[config.mk]
export PLATFORM = sky130hd
export DESIGN_NAME = zx_ps2_keyscan_flat
export DESIGN_NICKNAME = d
export VERILOG_FILES = /design/src/rtl/zx_ps2_keyscan_if.sv /design/src/rtl/zx_ps2_keyscan.sv /design/src/flat_wrapper.sv
export SDC_FILE = /design/constraint.sdc
export NUM_CORES = 1
export LEC_CHECK = 0
export CAP_MARGIN = 20
export CORE_AREA = 2 2 88 90
export DETAILED_ROUTE_END_ITERATION = 16
export DIE_AREA = 0 0 90 92
export HOLD_SLACK_MARGIN = 0.15
export PLACE_DENSITY = 0.76
export SYNTH_ARGS = -nofsm -noshare
export SYNTH_HDL_FRONTEND = slang
export SYNTH_SLANG_ARGS = --single-unit
export TNS_END_PERCENT = 5
[constraint.sdc]
create_clock -name clk -period 3.1 [get_ports clk]
set_input_delay 0.62 -clock clk [delete_from_list [all_inputs] [get_ports clk]]
set_output_delay 0.62 -clock clk [all_outputs]
set_load 0.005 [all_outputs]
[src/rtl/zx_ps2_keyscan_if.sv]
// zx_ps2_keyscan_if: raw PS/2 lines in, single-key ZX code/flag and error pulse out.
interface zx_ps2_keyscan_if;
    logic       ps2_clk;
    logic       ps2_data;
    logic [6:0] code;
    logic       key_flag;
    logic       rx_err;
    modport master (input ps2_clk, ps2_data, output code, key_flag, rx_err);
    modport slave (output ps2_clk, ps2_data, input code, key_flag, rx_err);
endinterface

[src/rtl/zx_ps2_keyscan.sv]
// zx_ps2_keyscan: PS/2 set-2 receiver and make/break decoder driving the ZX single-key code/flag pair.
module zx_ps2_keyscan #(
    parameter int FILTER_LEN = 8,
    parameter int TIMEOUT = 50000
) (
    input logic clk,
    input logic reset,
    zx_ps2_keyscan_if.master bus
);
    localparam int FW = $clog2(FILTER_LEN + 1);
    localparam int TW = $clog2(TIMEOUT + 1);
    typedef enum logic [1:0] {IDLE, DATA, PARITY, STOP} state_t;

    logic [1:0]    clk_sync_q, dat_sync_q;
    logic          filt_q, filt_d, fall_q, fall_d, accept;
    logic [FW-1:0] fcnt_q, fcnt_d;
    state_t        state_q, state_d;
    logic [7:0]    shreg_q, shreg_d;
    logic [2:0]    bitcnt_q, bitcnt_d;
    logic          par_q, par_d, bv_q, bv_d, ferr_q, ferr_d, din;
    logic [TW-1:0] to_q, to_d;
    logic [6:0]    code_q, code_d;
    logic          flag_q, flag_d, rx_err_q, ext_q, ext_d, brk_q, brk_d;
    logic [2:0]    skip_q, skip_d;
    logic [7:0]    lk;

    // {hit, zx_code}; hit=0 means the scan code has no ZX key
    function automatic logic [7:0] base_map(input logic [7:0] sc);
        case (sc)
            8'h45: base_map = {1'b1, 7'h00};
            8'h16: base_map = {1'b1, 7'h01};
            8'h1E: base_map = {1'b1, 7'h02};
            8'h26: base_map = {1'b1, 7'h03};
            8'h25: base_map = {1'b1, 7'h04};
            8'h2E: base_map = {1'b1, 7'h05};
            8'h36: base_map = {1'b1, 7'h06};
            8'h3D: base_map = {1'b1, 7'h07};
            8'h3E: base_map = {1'b1, 7'h08};
            8'h46: base_map = {1'b1, 7'h09};
            8'h29: base_map = {1'b1, 7'h0A};
            8'h5A: base_map = {1'b1, 7'h0B};
            8'h14: base_map = {1'b1, 7'h0C};
            8'h12: base_map = {1'b1, 7'h0D};
            8'h59: base_map = {1'b1, 7'h0D};
            8'h1C: base_map = {1'b1, 7'h0E};
            8'h32: base_map = {1'b1, 7'h0F};
            8'h21: base_map = {1'b1, 7'h10};
            8'h23: base_map = {1'b1, 7'h11};
            8'h24: base_map = {1'b1, 7'h12};
            8'h2B: base_map = {1'b1, 7'h13};
            8'h34: base_map = {1'b1, 7'h14};
            8'h33: base_map = {1'b1, 7'h15};
            8'h43: base_map = {1'b1, 7'h16};
            8'h3B: base_map = {1'b1, 7'h17};
            8'h42: base_map = {1'b1, 7'h18};
            8'h4B: base_map = {1'b1, 7'h19};
            8'h3A: base_map = {1'b1, 7'h1A};
            8'h31: base_map = {1'b1, 7'h1B};
            8'h44: base_map = {1'b1, 7'h1C};
            8'h4D: base_map = {1'b1, 7'h1D};
            8'h15: base_map = {1'b1, 7'h1E};
            8'h2D: base_map = {1'b1, 7'h1F};
            8'h1B: base_map = {1'b1, 7'h20};
            8'h2C: base_map = {1'b1, 7'h21};
            8'h3C: base_map = {1'b1, 7'h22};
            8'h2A: base_map = {1'b1, 7'h23};
            8'h1D: base_map = {1'b1, 7'h24};
            8'h22: base_map = {1'b1, 7'h25};
            8'h35: base_map = {1'b1, 7'h26};
            8'h1A: base_map = {1'b1, 7'h27};
            8'h55: base_map = {1'b1, 7'h30};
            8'h52: base_map = {1'b1, 7'h31};
            8'h79: base_map = {1'b1, 7'h33};
            8'h4E: base_map = {1'b1, 7'h34};
            8'h7B: base_map = {1'b1, 7'h34};
            8'h66: base_map = {1'b1, 7'h40};
            8'h76: base_map = {1'b1, 7'h41};
            default: base_map = 8'h00;
        endcase
    endfunction

    function automatic logic [7:0] ext_map(input logic [7:0] sc);
        case (sc)
            8'h14: ext_map = {1'b1, 7'h0C};
            8'h5A: ext_map = {1'b1, 7'h0B};
            8'h71: ext_map = {1'b1, 7'h40};
            default: ext_map = 8'h00;
        endcase
    endfunction

    // ps2_clk must differ from the filtered level for FILTER_LEN straight cycles
    always_comb begin
        accept = clk_sync_q[1] != filt_q && fcnt_q == FW'(FILTER_LEN - 1);
        fcnt_d = (clk_sync_q[1] != filt_q && !accept) ? fcnt_q + FW'(1) : '0;
        filt_d = accept ? clk_sync_q[1] : filt_q;
        fall_d = accept && !clk_sync_q[1];
    end

    always_comb begin
        state_d = state_q;
        shreg_d = shreg_q;
        bitcnt_d = bitcnt_q;
        par_d = par_q;
        bv_d = 1'b0;
        ferr_d = 1'b0;
        din = dat_sync_q[1];
        to_d = (fall_q || state_q == IDLE) ? '0 : (to_q == TW'(TIMEOUT) ? to_q : to_q + TW'(1));
        if (state_q != IDLE && to_q == TW'(TIMEOUT)) begin
            state_d = IDLE;
            ferr_d = 1'b1;
        end else if (fall_q) begin
            case (state_q)
                IDLE: begin
                    state_d = din ? IDLE : DATA;
                    bitcnt_d = '0;
                end
                DATA: begin
                    shreg_d = {din, shreg_q[7:1]};
                    bitcnt_d = bitcnt_q + 3'd1;
                    state_d = bitcnt_q == 3'd7 ? PARITY : DATA;
                end
                PARITY: begin
                    par_d = din;
                    state_d = STOP;
                end
                STOP: begin
                    state_d = IDLE;
                    bv_d = din && ^{shreg_q, par_q};
                    ferr_d = !(din && ^{shreg_q, par_q});
                end
            endcase
        end
    end

    always_comb begin
        lk = ext_q ? ext_map(shreg_q) : base_map(shreg_q);
        code_d = code_q;
        flag_d = flag_q;
        ext_d = ext_q;
        brk_d = brk_q;
        skip_d = skip_q;
        if (ferr_q) begin
            ext_d = 1'b0;
            brk_d = 1'b0;
            skip_d = '0;
        end else if (bv_q) begin
            if (skip_q != 3'd0) begin
                skip_d = skip_q - 3'd1;
            end else if (shreg_q == 8'hE0) begin
                ext_d = 1'b1;
            end else if (shreg_q == 8'hF0) begin
                brk_d = 1'b1;
            end else if (shreg_q == 8'hE1) begin
                skip_d = 3'd7;
            end else begin
                ext_d = 1'b0;
                brk_d = 1'b0;
                code_d = (lk[7] && !brk_q) ? lk[6:0] : code_q;
                flag_d = !lk[7] ? flag_q : (!brk_q ? 1'b1 : (lk[6:0] == code_q ? 1'b0 : flag_q));
            end
        end
    end

    always_ff @(posedge clk) begin
        if (reset) begin
            clk_sync_q <= 2'b11;
            dat_sync_q <= 2'b11;
            filt_q <= 1'b1;
            fcnt_q <= '0;
            fall_q <= 1'b0;
            state_q <= IDLE;
            shreg_q <= '0;
            bitcnt_q <= '0;
            par_q <= 1'b0;
            to_q <= '0;
            bv_q <= 1'b0;
            ferr_q <= 1'b0;
            code_q <= '0;
            flag_q <= 1'b0;
            rx_err_q <= 1'b0;
            ext_q <= 1'b0;
            brk_q <= 1'b0;
            skip_q <= '0;
        end else begin
            clk_sync_q <= {clk_sync_q[0], bus.ps2_clk};
            dat_sync_q <= {dat_sync_q[0], bus.ps2_data};
            filt_q <= filt_d;
            fcnt_q <= fcnt_d;
            fall_q <= fall_d;
            state_q <= state_d;
            shreg_q <= shreg_d;
            bitcnt_q <= bitcnt_d;
            par_q <= par_d;
            to_q <= to_d;
            bv_q <= bv_d;
            ferr_q <= ferr_d;
            code_q <= code_d;
            flag_q <= flag_d;
            rx_err_q <= ferr_q;
            ext_q <= ext_d;
            brk_q <= brk_d;
            skip_q <= skip_d;
        end
    end

    assign bus.code = code_q;
    assign bus.key_flag = flag_q;
    assign bus.rx_err = rx_err_q;
endmodule

[src/flat_wrapper.sv]
// flat-port wrapper written by rule: the top's interface ports become plain ports
module zx_ps2_keyscan_flat 
#(
    parameter int FILTER_LEN = 8,
    parameter int TIMEOUT = 50000
)
  (clk, reset, bus_ps2_clk, bus_ps2_data, bus_code, bus_key_flag, bus_rx_err);
  zx_ps2_keyscan_if bus_i ();
  input logic clk;
  input logic reset;
  input wire logic [$bits(bus_i.ps2_clk)-1:0] bus_ps2_clk;
  input wire logic [$bits(bus_i.ps2_data)-1:0] bus_ps2_data;
  output wire logic [$bits(bus_i.code)-1:0] bus_code;
  output wire logic [$bits(bus_i.key_flag)-1:0] bus_key_flag;
  output wire logic [$bits(bus_i.rx_err)-1:0] bus_rx_err;
  assign bus_i.ps2_clk = bus_ps2_clk;
  assign bus_i.ps2_data = bus_ps2_data;
  assign bus_code = bus_i.code;
  assign bus_key_flag = bus_i.key_flag;
  assign bus_rx_err = bus_i.rx_err;
  zx_ps2_keyscan #(.FILTER_LEN(FILTER_LEN), .TIMEOUT(TIMEOUT)) u_core (.clk(clk), .reset(reset), .bus(bus_i));
endmodule
==> results.toml <==
[timing]
worst_pin_slew_ps = 577
fmax_mhz = 335
slew_violations = 0
maxSlewHeadroom_pct = 61.4
fin_crit_sh_pct = 96.2
hold_violations = 0
period_minus_slack_ps = 2980
fin_skew_ps = 7.07
setup_viol = 0

[critical_path]
cp.arrival_ps = 3220
crit_path_start_kind = "flop"
crit_required_ps = 3330
rrSetupSlack_ps = 120
endpoint_kind = "flop"
rr_startpoint = "u_core.to_q[0]"
crit_start = "u_core.to_q[0]"
path_class = "flop to flop"
crit_fanout = 12

[drt]
drc = 0
post_drt_wl_per_cell_um = 18.9
avgViaCountPerCell = 6.26
drt-met1-wl_mm = 5.22
route.vias.total = 4117
drt_iter0_markers = 396
routed.top_layer = "met4"
drtPass1Iterations = 5
wl_met2_mm = 5.64
drt_wl_total_mm = 12.4
met3WireLength_mm = 1.07
antenna_left = 0

[synthesis]
seq_area_frac_synth_pct = 31.7
synth_compound_area_share_pct = 24.9
synth-seq-cells = 64
synth_edf_count = 0
yosysTopAreaCellShare_pct = 31.7
syn_area_um2 = 4040
synth_nets = 533
synth-xor-area-share_pct = 5.85
synthFlopType = "dfxtp_1"
synth_cells = 516
synth_top_family_by_area = "simple AND/OR/NAND/NOR gates"
synth_area_per_cell_um2 = 7.83
synthTopCellsByArea = "dfxtp_1 32%, a21oi_1 4.2%, nand2_1 4.2%"
synth_area_leader_cell = "dfxtp_1"
yosysUniqueCellTypes = 74
yosys_warnings = 0
synthArstFlopShare_pct = 0
yosys.area_share.simple_pct = 26.1
synthMuxAreaShare_pct = 1.52
synth_fa_ha_area_share_pct = 4.02

[cells_and_area]
syn_to_final_growth_pct = 16.5
drive_above_1_share_pct = 17.8
fill_cells = 641
antennaDiodeCount = 0
seqCellArea_um2 = 1280
layout.nets = 568
fin_cells = 658
multiInputGateArea_um2 = 2580
final_cell_mix = "63 x dfxtp_1, 45 x nand2_1, 44 x buf_4, 43 x nor2_1, 33 x a21oi_1"
final_common_cell = "dfxtp_1"
final_core_util_pct = 63.2
final_area_um2 = 4710

[die]
start_util_pct = 54.3
ios = 13
die_y_um = 92
fp-row-count = 32
core-area_um2 = 7450
die_w_um = 90
dieArea_um2 = 8280

[clock_network]
cts_buffers = 9
clk_latency_ps = 350
htree_num_levels = 3
cts_root_buffer = "clkbuf_8"
clkSlewWorstSetupHoldPaths_ps = 80
cts_tree = "done"
cts.sinks = 64
hold_buffers = 0
cts_buffer_depth = 2

[place]
gp_congestion = 0.988
postPlaceCellArea_um2 = 4470
port_buffers = 12
hpwl_mm = 9.17
placed_cells = 640

[power_and_ir_drop]
vdd_drop_max_mv = 0.243
p_per_area_nw_per_um2 = 324
power_leakage_uw = 0.00165

[global_route]
grt_pass1_wl_mm = 20.5
antenna_found_initial = 0
grt_pass1_vias = 4074
grt_overflow = 0
grt_start_max_net_pins = 27
grt_use_total_pct = 31.0

[min_path]
hp-class = "flop to flop"
min_from = "u_core.clk_sync_q[0]"

[flow_run]
maxCapViolCount = 0

[outcome]
status = "completed"
cell type report:
class | instances | area share, %
Sequential cell | 64 | 27.2
Clock buffer | 10 | 2.92
Clock inverter | 6 | 0.930
Inverter | 25 | 1.99
Multi-Input combinational cell | 395 | 54.8
Tap cell | 102 | 2.71
Timing Repair Buffer | 56 | 9.46
metrics by stage:
stage	TNS [ps]	total power, uW	hold slack [ps]	worst slack, ps
after floorplan	0	859	389	67.8
after global placement	0	868	392	189
after detailed placement	0	869	395	79.4
after CTS	0	1530	412	31.6
after global routing	-55.3	1570	421	-28.6
final	0	1530	411	117
routing by layer:
| layer | global-route usage (%) | vias up |
|---|---|---|
| met5 | 0 | - |
| met4 | 14.7 | 0 |
| met3 | 6.90 | 53 |
| met2 | 49.9 | 215 |
| met1 | 39.7 | 1889 |
| li1 | - | 1960 |
report_power, final:
group / total [uW] / switching, uW / internal (uW) / leakage, uW
Combinational: 24.1 / 16.4 / 7.65 / 0.00104
Clock: 676 / 362 / 314 / 0.0000926
Sequential: 826 / 1.79 / 824 / 0.000517
final timing paths:
path	to	cells after the start
hold / removal	u_core.clk_sync_q[1]	1
hold reg to reg	u_core.clk_sync_q[1]	1
setup / recovery	flop	14
setup reg to reg	flop	14
kinds of logic (layout without fill, tap and decap cells):
| family | after synthesis | after routing |
|---|---|---|
| buf+inv | 57 | 97 |
| fa+ha+maj | 13 | 13 |
| compound gates | 147 | 147 |
| simple gates | 202 | 202 |
| flops | 64 | 64 |
| mux | 6 | 6 |
| xor+xnor | 27 | 27 |
synthesized netlist by cell type (5+ instances only):
master    instances
a31oi_1           5
nor3_1           15
nand3_1          31
a21o_1            5
mux2i_1           5
or2_2             9
a21oi_1          34
nand4_1           8
o21ai_0          25
dfxtp_1          64
buf_2            11
and3_1            7
inv_1            22
nand2_1          45
nor2_1           43
xnor2_1          16
o21ai_1           8
ha_1             13
o211ai_1          6
a211oi_1          7
nor2b_1           6
a311oi_1          7
clkbuf_1         16
xor2_1           11
repair_timing:
item                       CTS  global route
gates resized for setup      0            14
setup endpoints to repair    0             6
buffers inserted             0             1
critical path, stage by stage, from the launching register on:
cell	delay, ps
dfxtp_2	370
inv_2	50
ha_1	190
nor4bb_4	150
nand4_1	220
buf_4	160
buf_4	200
nand3_1	130
a21oi_1	200
inv_1	70
ha_1	280
a21oi_1	40
a31oi_1	180
o221ai_1	210
a221o_1	400
Power figures use the tool's default switching activity.
==> RTL edit 1, RTL diff (same settings) <==
Encoding of `state_t`: now Gray code (2 bits for 4 states).
--- a/src/rtl/zx_ps2_keyscan.sv
+++ b/src/rtl/zx_ps2_keyscan.sv
@@ -9,7 +9,7 @@
 );
     localparam int FW = $clog2(FILTER_LEN + 1);
     localparam int TW = $clog2(TIMEOUT + 1);
-    typedef enum logic [1:0] {IDLE, DATA, PARITY, STOP} state_t;
+    typedef enum logic [1:0] {IDLE = 2'b00, DATA = 2'b01, PARITY = 2'b11, STOP = 2'b10} state_t;
 
     logic [1:0]    clk_sync_q, dat_sync_q;
     logic          filt_q, filt_d, fall_q, fall_d, accept;
Formal check against the unedited RTL: no difference found for any inputs over 10 cycles, from zero or initial values and one cycle with reset high; not proved beyond that.
==> RTL edit 1 against the original RTL <==
- final area down 1.7%
- routed wire length down 11%
- setup slack improved by 49 ps
- clock skew up 0.80 ps
- area after synthesis grew 1.4%
- sequential cell count is the same
Power is not compared: it rests on default switching activity, and its combinational part moved more than twofold at a synthesized area within 25%.
==> RTL edit 1: results (changes against the original RTL) <==
| Metric | Value |
|---|---|
| Filler cells | `658 (+2.7%)` |
| Worst slew pin tran | `537 ps (-40.3 ps)` |
| Tot GR Track Use | `27.1% (-3.9 points)` |
| Sw power | `0.000403 W` |
| Layout Skew | `7.87 ps (+0.801 ps)` |
| Vias in the first global route | `3863 (-5.2%)` |
| Status | `finished, final reports clean` |
| Post-DP Area | `4350 um^2 (-2.7%)` |
| TritonRoute pass-1 iters | `6 (+1)` |
| Crit share post-route | `94.6% (-1.6 points)` |
| Nets | `543 (-4.4%)` |
| Unique masters post-synth | `81 (+9.5%)` |
| Hpwl dp | `7870 um (-14%)` |
| Reg2reg path depth | `13 (-1)` |
| Register area share after synthesis | `31.3% (-0.44 points)` |
| Area of the multi-input gates | `2590 um^2 (+0.44%)` |
| First-pass GRT wire length | `18300 um (-10%)` |
| Cells after DPL | `617 (-3.6%)` |
| Worst reg-to-reg setup slack | `170 ps (+50 ps)` |
| GPL Wtd Cong | `1.03 (+4.6%)` |
| Initial antenna violation count | `0 (unchanged)` |
| Initial DRC Count | `408 (+3.0%)` |
| Share of post-route cells with drive strength above 1 | `13.9% (-3.9 points)` |
| Largest net degree at the start of global routing | `25 (-7.4%)` |
| Mapped Cells | `512 (-0.78%)` |
| Worst Setup SP | `u_core.to_q[1]` |
| Via count | `3993 (-3.0%)` |
| CP max stage cell | `ha_1` |
| Largest fanout on the critical path | `6 (-6)` |
| Routed wire length | `11100 um (-11%)` |
| Most instantiated cells after synthesis | `dfxtp_1, nor2_1, nand2_1` |
[RTL edit 1: layout make-up]
| cell class | count | share of cell area [%] |
|---|---|---|
| sequential | 64 | 27.7 |
| timing repair buffer | 35 | 6.21 |
| inverter | 24 | 1.95 |
| clock inverter | 6 | 2.49 |
| clock buffer | 10 | 2.97 |
| multi-input combinational | 392 | 55.9 |
| tap | 102 | 2.76 |
[RTL edit 1: cell families after synthesis]
group	count (synthesis)	synth area share (%)
simple gates	197	25.6
flops	64	31.3
buf+inv	56	6.20
xor+xnor	27	5.77
compound gates	145	24.7
fa+ha+maj	13	3.97
mux	10	2.47
[RTL edit 1: per-layer routing]
layer / track usage [%] / vias to the layer above / share of wire (%)
met2: 45.8 / 184 / 47
met3: 5.34 / 40 / 6.9
li1: - / 1899 / -
met4: 14.1 / 0 / 4.1
met1: 32.8 / 1870 / 42
met5: 0 / - / 0
[RTL edit 1: repair_timing]
item                       4_1_cts  5_1_grt
resized for setup                1        7
setup endpoints to repair        1        7
pin swaps                        0        1
==> RTL edit 2, RTL diff (same flow settings) <==
Made on the original files. `FILTER_LEN` is set to 8 in 2 places; all go to 16.
--- a/src/rtl/zx_ps2_keyscan.sv
+++ b/src/rtl/zx_ps2_keyscan.sv
@@ -1,6 +1,6 @@
 // zx_ps2_keyscan: PS/2 set-2 receiver and make/break decoder driving the ZX single-key code/flag pair.
 module zx_ps2_keyscan #(
-    parameter int FILTER_LEN = 8,
+    parameter int FILTER_LEN = 16,
     parameter int TIMEOUT = 50000
 ) (
     input logic clk,
--- a/src/flat_wrapper.sv
+++ b/src/flat_wrapper.sv
@@ -1,7 +1,7 @@
 // flat-port wrapper written by rule: the top's interface ports become plain ports
 module zx_ps2_keyscan_flat 
 #(
-    parameter int FILTER_LEN = 8,
+    parameter int FILTER_LEN = 16,
     parameter int TIMEOUT = 50000
 )
   (clk, reset, bus_ps2_clk, bus_ps2_data, bus_code, bus_key_flag, bus_rx_err);
Check against the original RTL: same outputs for any inputs over 10 cycles, from zero or initial values and one cycle with reset high; that may be too few to reach the edited logic, so the function may still have changed.
==> RTL edit 2 against the original RTL <==
- hold slack better by 1.1 ps
- global-route usage is 6.2 points lower
- power is 7.1% higher
- area after synthesis is 2.0% lower
- routed wire length is 20% lower
- count of clock-buffer cells in the layout stayed put
- setup slack better by 52 ps
- final area is 4.7% lower
- sequential cell count is 1 higher
==> RTL edit 2: results (changes against the original RTL) <==
| Metric | Value |
|---|---|
| Internal power | `0.00125 W (+9.2%)` |
| Sequential Power Share | `51.3% (-2.8 points)` |
| Hpwl dp | `7170 um (-22%)` |
| Status | `finished, final reports clean` |
| Dpl ws | `-50.3 ps (-130 ps)` |
| Synth area leaders | `dfxtp_1, ha_1, nand2_1, nor2_1, a21oi_1` |
| Post-DP Area | `4240 um^2 (-5.1%)` |
| Layout Skew | `16.5 ps (+9.47 ps)` |
| GPL Wtd Cong | `1.04 (+5.1%)` |
| Unique masters post-synth | `71 (-4.1%)` |
| Most instantiated cells after synthesis | `dfxtp_1, nand2_1, nor2_1` |
| Vias in the first global route | `3551 (-13%)` |
| Total Power | `0.00163 W (+7.1%)` |
| Mapped Cells | `495 (-4.1%)` |
| Min Hold Slack | `412 ps (+1.09 ps)` |
| CP max stage cell | `dfxtp_1` |
| Power Combinational | `0.0000228 W (-5%)` |
| PostCTS Resize Cnt | `2 (+2)` |
| Largest net degree at the start of global routing | `25 (-7.4%)` |
| Nets | `531 (-6.5%)` |
| Register area share after synthesis | `32.8% (+1.1 points)` |
| Worst EP arrival | `3150 ps (-70 ps)` |
| Largest fanout on the critical path | `6 (-6)` |
| Cells after DPL | `604 (-5.6%)` |
| WL per Instance | `16.0 um (-15%)` |
| Reg2reg path depth | `13 (-1)` |
| Share of post-route cells with drive strength above 1 | `13.7% (-4.1 points)` |
| Routed wire length | `9920 um (-20%)` |
==> RTL edit 2: changes by cell type in the layout (fill, tap and decap cells not counted), sizes merged, moves of 5 or more <==
cell / change
nor3: -5
a211oi: -6
a31oi: +8
buf: -22
nand2b: +6
or3: +5
nand3b: +7
==> RTL edit 2: worst max path at each step <==
stage	from	to	depth (start not counted)
after floorplan	u_core.to_q[0]	register	15
after global placement	u_core.to_q[0]	register	15
after detailed placement	u_core.to_q[0]	register	15
after CTS	u_core.to_q[0]	register	13
after global routing	u_core.to_q[1]	register	13
final	u_core.to_q[1]	register	13
==> RTL edit 2: kinds of logic (layout without fill, tap and decap cells) <==
family                   Yosys count  count (layout)  synth area share (%)
XOR/XNOR                          26              26                  5.75
AO/OA/AOI/OAI                    129             129                  22.2
AND/OR/NAND/NOR                  205             205                  27.4
adder cells (fa/ha/maj)           14              14                  4.42
multiplexers                       7               7                  1.80
flip-flops                        65              65                  32.8
buffers and inverters             49              72                  5.59
==> RTL edit 2: routing by layer <==
metal / up-vias / GRT usage (%) / part of all wire (%)
met5: - / 0 / 0
met4: 0 / 12.6 / 3.5
met3: 33 / 4.85 / 6.8
met2: 159 / 42.5 / 48
met1: 1715 / 29.7 / 42
li1: 1823 / - / -
==> RTL edit 2: worst reg2reg max path, cell delays in order (launching register included) <==
cell,delay (ps)
dfxtp_1,400
inv_1,60
ha_1,180
and4b_1,210
and4_4,190
nor2_4,170
nand2_1,120
a21oi_2,240
inv_1,90
ha_1,310
nor2b_1,160
a21oi_1,200
o21ai_0,120
a311o_1,360
==> RTL edit 2: layout make-up <==
cell class                      instances  area [um^2]
Tap cell                              102          128
Sequential cell                        65         1300
Timing Repair Buffer                   35          293
Fill cell                             673         2960
Clock inverter                          6         72.6
Clock buffer                           10          138
Inverter                               21         78.8
Multi-Input combinational cell        381         2480
